==> src/rtl/ibex_obi_arb_pkg.sv <==
// Shared types and limits for the OBI arbiter slice.
// Request/response structs are fixed at 32-bit so other blocks can use them without parameters.
package ibex_obi_arb_pkg;

    localparam int MAX_MASTERS = 8;
    localparam int MAX_OUTST   = 8;

    typedef struct packed {
        logic [31:0] addr;
        logic        we;
        logic [3:0]  be;
        logic [31:0] wdata;
    } obi_req_t;

    typedef struct packed {
        logic [31:0] rdata;
        logic        err;
    } obi_rsp_t;

    // Index width that stays at least one bit for single-entry cases.
    function automatic int idx_width(input int n);
        return (n > 1) ? $clog2(n) : 1;
    endfunction

endpackage

==> src/rtl/ibex_obi_arb_id_fifo.sv <==
// In-order FIFO of granted master indices; the head selects which master receives the next response.
module ibex_obi_arb_id_fifo
    import ibex_obi_arb_pkg::*;
#(
    parameter int DEPTH = 2,
    parameter int W     = 1
) (
    input  logic                       clk_i,
    input  logic                       rst_ni,
    input  logic                       push_i,
    input  logic [W-1:0]               wdata_i,
    input  logic                       pop_i,
    output logic [W-1:0]               rdata_o,
    output logic                       full_o,
    output logic                       empty_o,
    output logic [$clog2(DEPTH+1)-1:0] count_o
);

    localparam int PTR_W = idx_width(DEPTH);
    localparam int CNT_W = $clog2(DEPTH+1);

    logic [W-1:0]     mem_q [DEPTH];
    logic [PTR_W-1:0] wptr_q, rptr_q;
    logic [CNT_W-1:0] cnt_q;
    logic             do_push, do_pop;

    function automatic logic [PTR_W-1:0] ptr_inc(input logic [PTR_W-1:0] p);
        return (p == PTR_W'(DEPTH-1)) ? '0 : p + PTR_W'(1);
    endfunction

    assign full_o  = (cnt_q == CNT_W'(DEPTH));
    assign empty_o = (cnt_q == '0);
    assign count_o = cnt_q;
    assign rdata_o = mem_q[rptr_q];
    assign do_push = push_i & ~full_o;
    assign do_pop  = pop_i & ~empty_o;

    always_ff @(posedge clk_i or negedge rst_ni) begin
        if (!rst_ni) begin
            wptr_q <= '0;
            rptr_q <= '0;
            cnt_q  <= '0;
            for (int i = 0; i < DEPTH; i++) mem_q[i] <= '0;
        end else begin
            if (do_push) begin
                mem_q[wptr_q] <= wdata_i;
                wptr_q        <= ptr_inc(wptr_q);
            end
            if (do_pop) rptr_q <= ptr_inc(rptr_q);
            case ({do_push, do_pop})
                2'b10:   cnt_q <= cnt_q + CNT_W'(1);
                2'b01:   cnt_q <= cnt_q - CNT_W'(1);
                default: cnt_q <= cnt_q;
            endcase
        end
    end

endmodule

==> src/rtl/ibex_obi_arbiter.sv <==
// Round-robin N:1 OBI arbiter with an in-order ID FIFO for response routing.
// Selection is locked while a request waits for grant so the downstream payload stays stable.
module ibex_obi_arbiter
    import ibex_obi_arb_pkg::*;
#(
    parameter  int NUM_MASTERS     = 2,
    parameter  int MAX_OUTSTANDING = 2,
    parameter  int ADDR_W          = 32,
    parameter  int DATA_W          = 32,
    localparam int BE_W            = DATA_W/8,
    localparam int CNT_W           = $clog2(MAX_OUTSTANDING+1)
) (
    input  logic                          clk_i,
    input  logic                          rst_ni,
    input  logic [NUM_MASTERS-1:0]        m_req_i,
    output logic [NUM_MASTERS-1:0]        m_gnt_o,
    input  logic [NUM_MASTERS*ADDR_W-1:0] m_addr_i,
    input  logic [NUM_MASTERS-1:0]        m_we_i,
    input  logic [NUM_MASTERS*BE_W-1:0]   m_be_i,
    input  logic [NUM_MASTERS*DATA_W-1:0] m_wdata_i,
    output logic [NUM_MASTERS-1:0]        m_rvalid_o,
    output logic [DATA_W-1:0]             m_rdata_o,
    output logic                          m_err_o,
    output logic                          s_req_o,
    output logic [ADDR_W-1:0]             s_addr_o,
    output logic                          s_we_o,
    output logic [BE_W-1:0]               s_be_o,
    output logic [DATA_W-1:0]             s_wdata_o,
    input  logic                          s_gnt_i,
    input  logic                          s_rvalid_i,
    input  logic                          s_err_i,
    input  logic [DATA_W-1:0]             s_rdata_i,
    output logic [CNT_W-1:0]              outstanding_o,
    output logic                          protocol_err_o
);

    localparam int IDX_W = idx_width(NUM_MASTERS);

    logic [IDX_W-1:0] rr_ptr_q, rr_ptr_d, lock_idx_q, lock_idx_d;
    logic [IDX_W-1:0] arb_idx, sel_idx, head_idx, idx_lo, idx_hi;
    logic             lock_q, lock_d, rst_done_q, perr_q, perr_d;
    logic             found_hi, fifo_full, fifo_empty, push, pop;

    // Requesters at or above rr_ptr win first; otherwise wrap to the lowest requester.
    always_comb begin
        idx_lo   = '0;
        idx_hi   = '0;
        found_hi = 1'b0;
        for (int k = NUM_MASTERS-1; k >= 0; k--) begin
            if (m_req_i[k]) idx_lo = IDX_W'(k);
            if (m_req_i[k] && (k >= int'(rr_ptr_q))) begin
                idx_hi   = IDX_W'(k);
                found_hi = 1'b1;
            end
        end
        arb_idx = found_hi ? idx_hi : idx_lo;
    end

    assign sel_idx = lock_q ? lock_idx_q : arb_idx;
    assign s_req_o = (|m_req_i) & ~fifo_full & rst_done_q;
    assign push    = s_req_o & s_gnt_i;
    assign pop     = s_rvalid_i & ~fifo_empty;

    always_comb begin
        s_addr_o   = '0;
        s_we_o     = 1'b0;
        s_be_o     = '0;
        s_wdata_o  = '0;
        m_gnt_o    = '0;
        m_rvalid_o = '0;
        for (int k = 0; k < NUM_MASTERS; k++) begin
            if (sel_idx == IDX_W'(k)) begin
                s_addr_o   = m_addr_i[k*ADDR_W +: ADDR_W];
                s_we_o     = m_we_i[k];
                s_be_o     = m_be_i[k*BE_W +: BE_W];
                s_wdata_o  = m_wdata_i[k*DATA_W +: DATA_W];
                m_gnt_o[k] = push;
            end
            if (head_idx == IDX_W'(k)) m_rvalid_o[k] = pop;
        end
    end

    assign m_rdata_o      = s_rdata_i;
    assign m_err_o        = s_err_i;
    assign protocol_err_o = perr_q;

    always_comb begin
        rr_ptr_d   = rr_ptr_q;
        lock_d     = 1'b0;
        lock_idx_d = lock_idx_q;
        perr_d     = perr_q | (s_rvalid_i & fifo_empty);
        if (push) begin
            rr_ptr_d = (sel_idx == IDX_W'(NUM_MASTERS-1)) ? '0 : sel_idx + IDX_W'(1);
        end else if (s_req_o) begin
            lock_d     = 1'b1;
            lock_idx_d = sel_idx;
        end
    end

    // rst_done_q keeps the downstream request quiet for the first cycle after reset release.
    always_ff @(posedge clk_i or negedge rst_ni) begin
        if (!rst_ni) begin
            rr_ptr_q   <= '0;
            lock_q     <= 1'b0;
            lock_idx_q <= '0;
            perr_q     <= 1'b0;
            rst_done_q <= 1'b0;
        end else begin
            rr_ptr_q   <= rr_ptr_d;
            lock_q     <= lock_d;
            lock_idx_q <= lock_idx_d;
            perr_q     <= perr_d;
            rst_done_q <= 1'b1;
        end
    end

    ibex_obi_arb_id_fifo #(
        .DEPTH (MAX_OUTSTANDING),
        .W     (IDX_W)
    ) u_id_fifo (
        .clk_i   (clk_i),
        .rst_ni  (rst_ni),
        .push_i  (push),
        .wdata_i (sel_idx),
        .pop_i   (pop),
        .rdata_o (head_idx),
        .full_o  (fifo_full),
        .empty_o (fifo_empty),
        .count_o (outstanding_o)
    );

endmodule
==> config.mk <==
export PLATFORM = sky130hd
export DESIGN_NAME = ibex_obi_arbiter
export DESIGN_NICKNAME = d
export VERILOG_FILES = /design/src/rtl/ibex_obi_arb_pkg.sv /design/src/rtl/ibex_obi_arb_id_fifo.sv /design/src/rtl/ibex_obi_arbiter.sv
export SDC_FILE = /design/constraint.sdc
export NUM_CORES = 1
export LEC_CHECK = 0
export CORE_AREA = 2 2 110 112
export DETAILED_ROUTE_END_ITERATION = 6
export DIE_AREA = 0 0 112 114
export SLEW_MARGIN = 30
export SYNTH_ARGS = -nofsm -noshare
export SYNTH_HDL_FRONTEND = slang
export SYNTH_SLANG_ARGS = --single-unit
==> constraint.sdc <==
create_clock -name clk_i -period 2.1 [get_ports clk_i]
set_clock_uncertainty 0.05 [all_clocks]
set_input_delay 0.315 -clock clk_i [delete_from_list [all_inputs] [get_ports clk_i]]
set_output_delay 0.315 -clock clk_i [all_outputs]
set_load 0.02 [all_outputs]
Word level (Yosys, flattened, before mapping). Index checks and enable logic that the tools add are counted.

Flip-flop bits (word level): 11. Output and inout bits: 110. Logic and storage cells: 67.

$add $sub $neg: 5. Order comparisons: 4. Equality and inequality tests: 3. Mux-type cells: 26. Bitwise operators: 13. Reductions and logical operators: 6.

Operators by type and width (count): 2-to-1 mux 32 bit (2); 2-to-1 mux 1 bit (20); AND 1 bit (7); == test 2 bit, second input constant (2); >= comparator 2 bit, second input constant (2); 2-to-1 mux 4 bit (1); inverter 1 -> 2 bit (2); case mux 2 bit (2 select lines) (1); adder 1 bit, second input constant (3); inverter 1 bit (3); adder 2 x 1 -> 2 bit, second input constant (1); bitwise mux 2 bit (1); == test 2 x 1 -> 1 bit, second input constant (1); logical AND 1 bit (2); zero test 2 bit (1); less-than comparator 2 x 1 -> 1 bit, second input constant (1); AND reduction 2 bit (1); nonzero test 2 bit (1); OR reduction 2 bit (1); subtractor 2 x 1 -> 2 bit, second input constant (1); demux 1 bit (select 1 bit) (1); >= comparator 1 bit, first input constant (1); OR 1 bit (1).

Longest topological paths before layout.
Word-level depth: 8. Gate-level depth with buffers: 6.

Hierarchy. Synthesis repeated with hierarchy kept, for this count alone.

Cell total of the unflattened synthesis: 157. Area, all modules: 1931.9 sq um.

By module, submodules not included: ibex_obi_arbiter (times used 1, cells an instance 134, area each 1649.1 sq um, seq. area each 125.1 sq um); ibex_obi_arb_id_fifo (times used 1, cells an instance 23, area each 282.8 sq um, seq. area each 150.1 sq um).

Worst setup path before layout. No wires, ideal clock.

Kind: reg2out. From: register lock_q. To: output m_gnt_o[1]. Arrival time: 1.338 ns. Required time: 1.735 ns. Slack: 0.397 ns. Cell stages (with the launch flop): 6. Buffers on the path: 2. Path through: dfrtp_1 > nand2b_1 > o21ai_2 > buf_6 > buf_6 > nor2b_1.

Word-level cells in the longest chain between the ends: 2.

RTL lines: start, declared (RTL line ibex_obi_arbiter.sv:41) `logic lock_q, lock_d, rst_done_q, perr_q, perr_d;`; start signal, assigned (RTL line ibex_obi_arbiter.sv:110) `lock_q <= lock_d;`; 2-to-1 mux 1 bit (RTL line ibex_obi_arbiter.sv:59) `assign sel_idx = lock_q ? lock_idx_q : arb_idx;`; 2-to-1 mux 1 bit (RTL line ibex_obi_arbiter.sv:72) `if (sel_idx == IDX_W'(k)) begin`; end, declared (RTL line ibex_obi_arbiter.sv:16) `output logic [NUM_MASTERS-1:0] m_gnt_o,`.

No other way between the ends.

Worst setup path after layout.
From: register lock_q. To: output s_addr_o[10].

Word-level cells in the longest chain between the ends: 2.

RTL lines: 2-to-1 mux 1 bit (RTL line ibex_obi_arbiter.sv:59); 2-to-1 mux 32 bit (RTL line ibex_obi_arbiter.sv:72); end, declared (RTL line ibex_obi_arbiter.sv:25) `output logic [ADDR_W-1:0] s_addr_o,`.

No other way between the ends.

==> summary.md <==
| Metric | Value |
|---|---|
| Synth unique cells | 24 |
| Vias post-DR | about 2.0k |
| Routed len/inst | 16.50 um |
| Top routing layer in use | met4 |
| Syn. warnings | 0 |
| Clock Sinks | 11 |
| Placement-stage cell area | just under 4000 um^2 |
| Final instance area | between 4000 and 5000 um^2 |
| RSZ-0062 raised after global routing | true |
| Buf/Inv on CP | 4 |
| Number of synthesized flops with an enable pin | 0 |
| Hold-fix buffer count after cts | 0 |
| Avg Cell Area, Syn | between 10 and 15 um^2 |
| Max Root-Sink Buffers | 2 |
| Slew HR | 0.6544 |
| Post-synth top flop | dfrtp_1 |
| Critical Path Slowest Stage Cell | dfrtp_1 |
| Final setup fails | 32 |
| Syn Nets | 335 |
| CTS tree | built |
| Largest net degree at the start of global routing | 12 |
| Clock root buffer | clkbuf_16 |
| Core Area | around 12,000 um^2 |
| Hold WC Path Type | primary input to async pin |
| Met3 wire length | 1032 um |
| Synth-to-layout area growth | 148.4% |
| Total GRT Usage | 0.1251 |
| Register bit count reported by yosys | 11 |
| Setup TNS | -0.3546 ns |
| # nets final | approximately 550 |
| Initial Util | 0.1565 |
| Number of vias per cell | roughly 3.9 |
| Critical path data arrival time | between 1.5 and 2 ns |
| Die outline height | about 110 um |
| Largest stage delay, worst path | about 0.38 ns |
| CP Class | flip-flop to output port |
| Grt ovf | 0 |
| WP data required | around 1.7 ns |
| Initial antenna violation count | 0 |
| Final antenna-violating net count | 0 |
| Diodes inserted | 0 |
| First-pass GRT wire length | around 12,000 um |
| Placed Cells | 492 |
| Final setup margin | -0.02376 ns |
| First-pass iteration count of the detailed router | 3 |
| Crit path capture type | output port |
| Routability congestion estimate | 0.7404 |
| IO buf count | 220 |
| Worst Max-Slew Pin Slew | between 0.5 and 0.6 ns |
| Startpoint Class | flip-flop |
| Final max-slew violation count | 0 |
| Failing checks | setup timing |
| Die width | ~110 um |
| Final Hold Fails | 0 |
| Max VDD drop | 0.6699 mV |
| Fin crit share | 1.011 |
| Full die area | between 10,000 and 15,000 um^2 |
| MaxCap Viol Count | 0 |
| Clk_lat worst skew | between 0.2 and 0.25 ns |
| Final wirelength | 8499 um |
| Post-route insts no fill | between 500 and 600 |
| Drt drc | 0 |
| DRT iter0 DRCs | 51 |
| Max FO, Critical Path | 5 |
| Synthesized area | about 1800 um^2 |
| Commonest non-fill, non-tap cell in the layout | clkdlybuf4s50_1 |
| PwrDens | around 770 nW/um^2 |
| Syn Inst Count | about 160 |
| Met2 routed wirelength | roughly 3800 um |
| Synth async-reset ratio | 1.000 |
| Row cnt | 40 |
| Pleak | 2.070 nW |
| Vias in the first global route | 2,153 |
| Sequential element share of the synthesized area | 0.1502 |
| Clk slew on worst S/H paths | around 0.040 ns |
| F_max | between 400 and 500 MHz |
| Tmin final | between 2 and 2.5 ns |
| H-tree depth | 1 |
| Cell family with most CP delay | buffers and inverters |
| Worst path cell trace | nand2b_4 -> o21ai_4 -> buf_6 -> buf_8 -> buf_8 -> mux2_4 -> buf_6 |
| CTS Buf Count | 3 |
| Status | finished, violations left |
| Ports | between 200 and 300 |
| Met1 WL | ~3600 um |
| Share of cells above drive strength 1 | 0.4837 |
| HPWL after DPL | ~6100 um |
| Most frequent cells in the layout | clkdlybuf4s50_1 (145), buf_6 (69), mux2_4 (65), dfrtp_1 (11), buf_4 (10) |
-- state kept, by name, summed over array words and instances (netlist names) --
| signal | count |
|---|---|
| rst_done_q | 1 |
| u_id_fifo.rptr_q | 1 |
| lock_q | 1 |
| rr_ptr_q | 1 |
| protocol_err_o | 1 |
| u_id_fifo.mem_q | 2 |
| u_id_fifo.count_o | 2 |
| lock_idx_q | 1 |
| u_id_fifo.wptr_q | 1 |
-- through the flow --
stage	setup slack (ns)	utilization	hold WS [ns]	power (mW)
final	-0.02376	0.3888	0.3700	3.521
after detailed placement	-0.5880	0.3374	0.3940	2.568
after floorplan	0.3968	-	-0.03059	1.761
after global placement	-0.5686	0.3374	0.3969	2.554
after CTS	-0.1903	0.4036	0.3842	3.789
after global routing	-0.06906	0.3888	0.4215	3.710
-- cell families after synthesis --
group,after synthesis,synth area share
xor+xnor,5,0.02389
flops,11,0.1502
compound gates,5,0.01843
simple gates,17,0.05188
mux,74,0.5433
fa+ha+maj,1,0.006825
other cells,1,0.002046
buf+inv,43,0.2034
-- synth_stat cells (3+ instances only) --
| cell | number | area [um^2] |
|---|---|---|
| mux2_2 | 28 | 315.3 |
| xnor2_1 | 4 | 35.03 |
| mux2_4 | 44 | 660.6 |
| nor2_1 | 5 | 18.77 |
| buf_4 | 35 | 262.8 |
| dfrtp_1 | 11 | 275.3 |
| buf_12 | 4 | 80.08 |
| nor2b_1 | 3 | 18.77 |
-- worst register-to-register path, delay by kind of cell (launching register included) --
| kind | cells | cell delay [ns] |
|---|---|---|
| AND/OR/NAND/NOR | 3 | 0.47 |
| flip-flops | 1 | 0.46 |
| adder cells (fa/ha/maj) | 1 | 0.31 |
| buffers and inverters | 1 | 0.19 |
| XOR/XNOR | 1 | 0.14 |
-- layout make-up --
type | instances | area [um^2]
Inverter | 2 | 7.507
Multi-Input combinational cell | 103 | 1286
Sequential cell | 11 | 275.3
Clock buffer | 4 | 78.83
Fill cell | 1152 | 7158
Tap cell | 147 | 183.9
Timing Repair Buffer | 248 | 2721
-- path summary, 6_finish.rpt --
| check | from | end | slack [ns] | cells after the start |
|---|---|---|---|---|
| setup / recovery | lock_q | s_addr_o[10] | -0.02 | 7 |
| hold / removal | rst_ni | rst_done_q | 0.37 | 1 |
| setup reg to reg | u_id_fifo.count_o[0] | u_id_fifo.count_o[1] | 0.39 | 6 |
| hold reg to reg | protocol_err_o | protocol_err_o | 0.40 | 1 |
| max in group asynchronous | rst_ni | u_id_fifo.count_o[1] | 1.28 | 1 |
| min in group clk_i | protocol_err_o | protocol_err_o | 0.40 | 1 |
-- layer usage --
| layer | track usage | vias to the layer above |
|---|---|---|
| li1 | - | 942 |
| met1 | 0.1631 | 903 |
| met2 | 0.1935 | 155 |
| met3 | 0.05685 | 7 |
| met4 | 0.02195 | 0 |
| met5 | 0 | - |
-- report_power, final --
part	internal, mW	total [mW]	switching (mW)
clock	0.255	0.350	0.0950
combinational	1.70	2.79	1.09
sequential	0.296	0.380	0.0838
-- repair_timing --
item	in CTS	in global routing
setup endpoints to repair	72	73
gates resized for setup	461	5
setup buffers	17	0
cloned	11	0
pin swaps	1	1
Power figures use the tool's default switching activity.
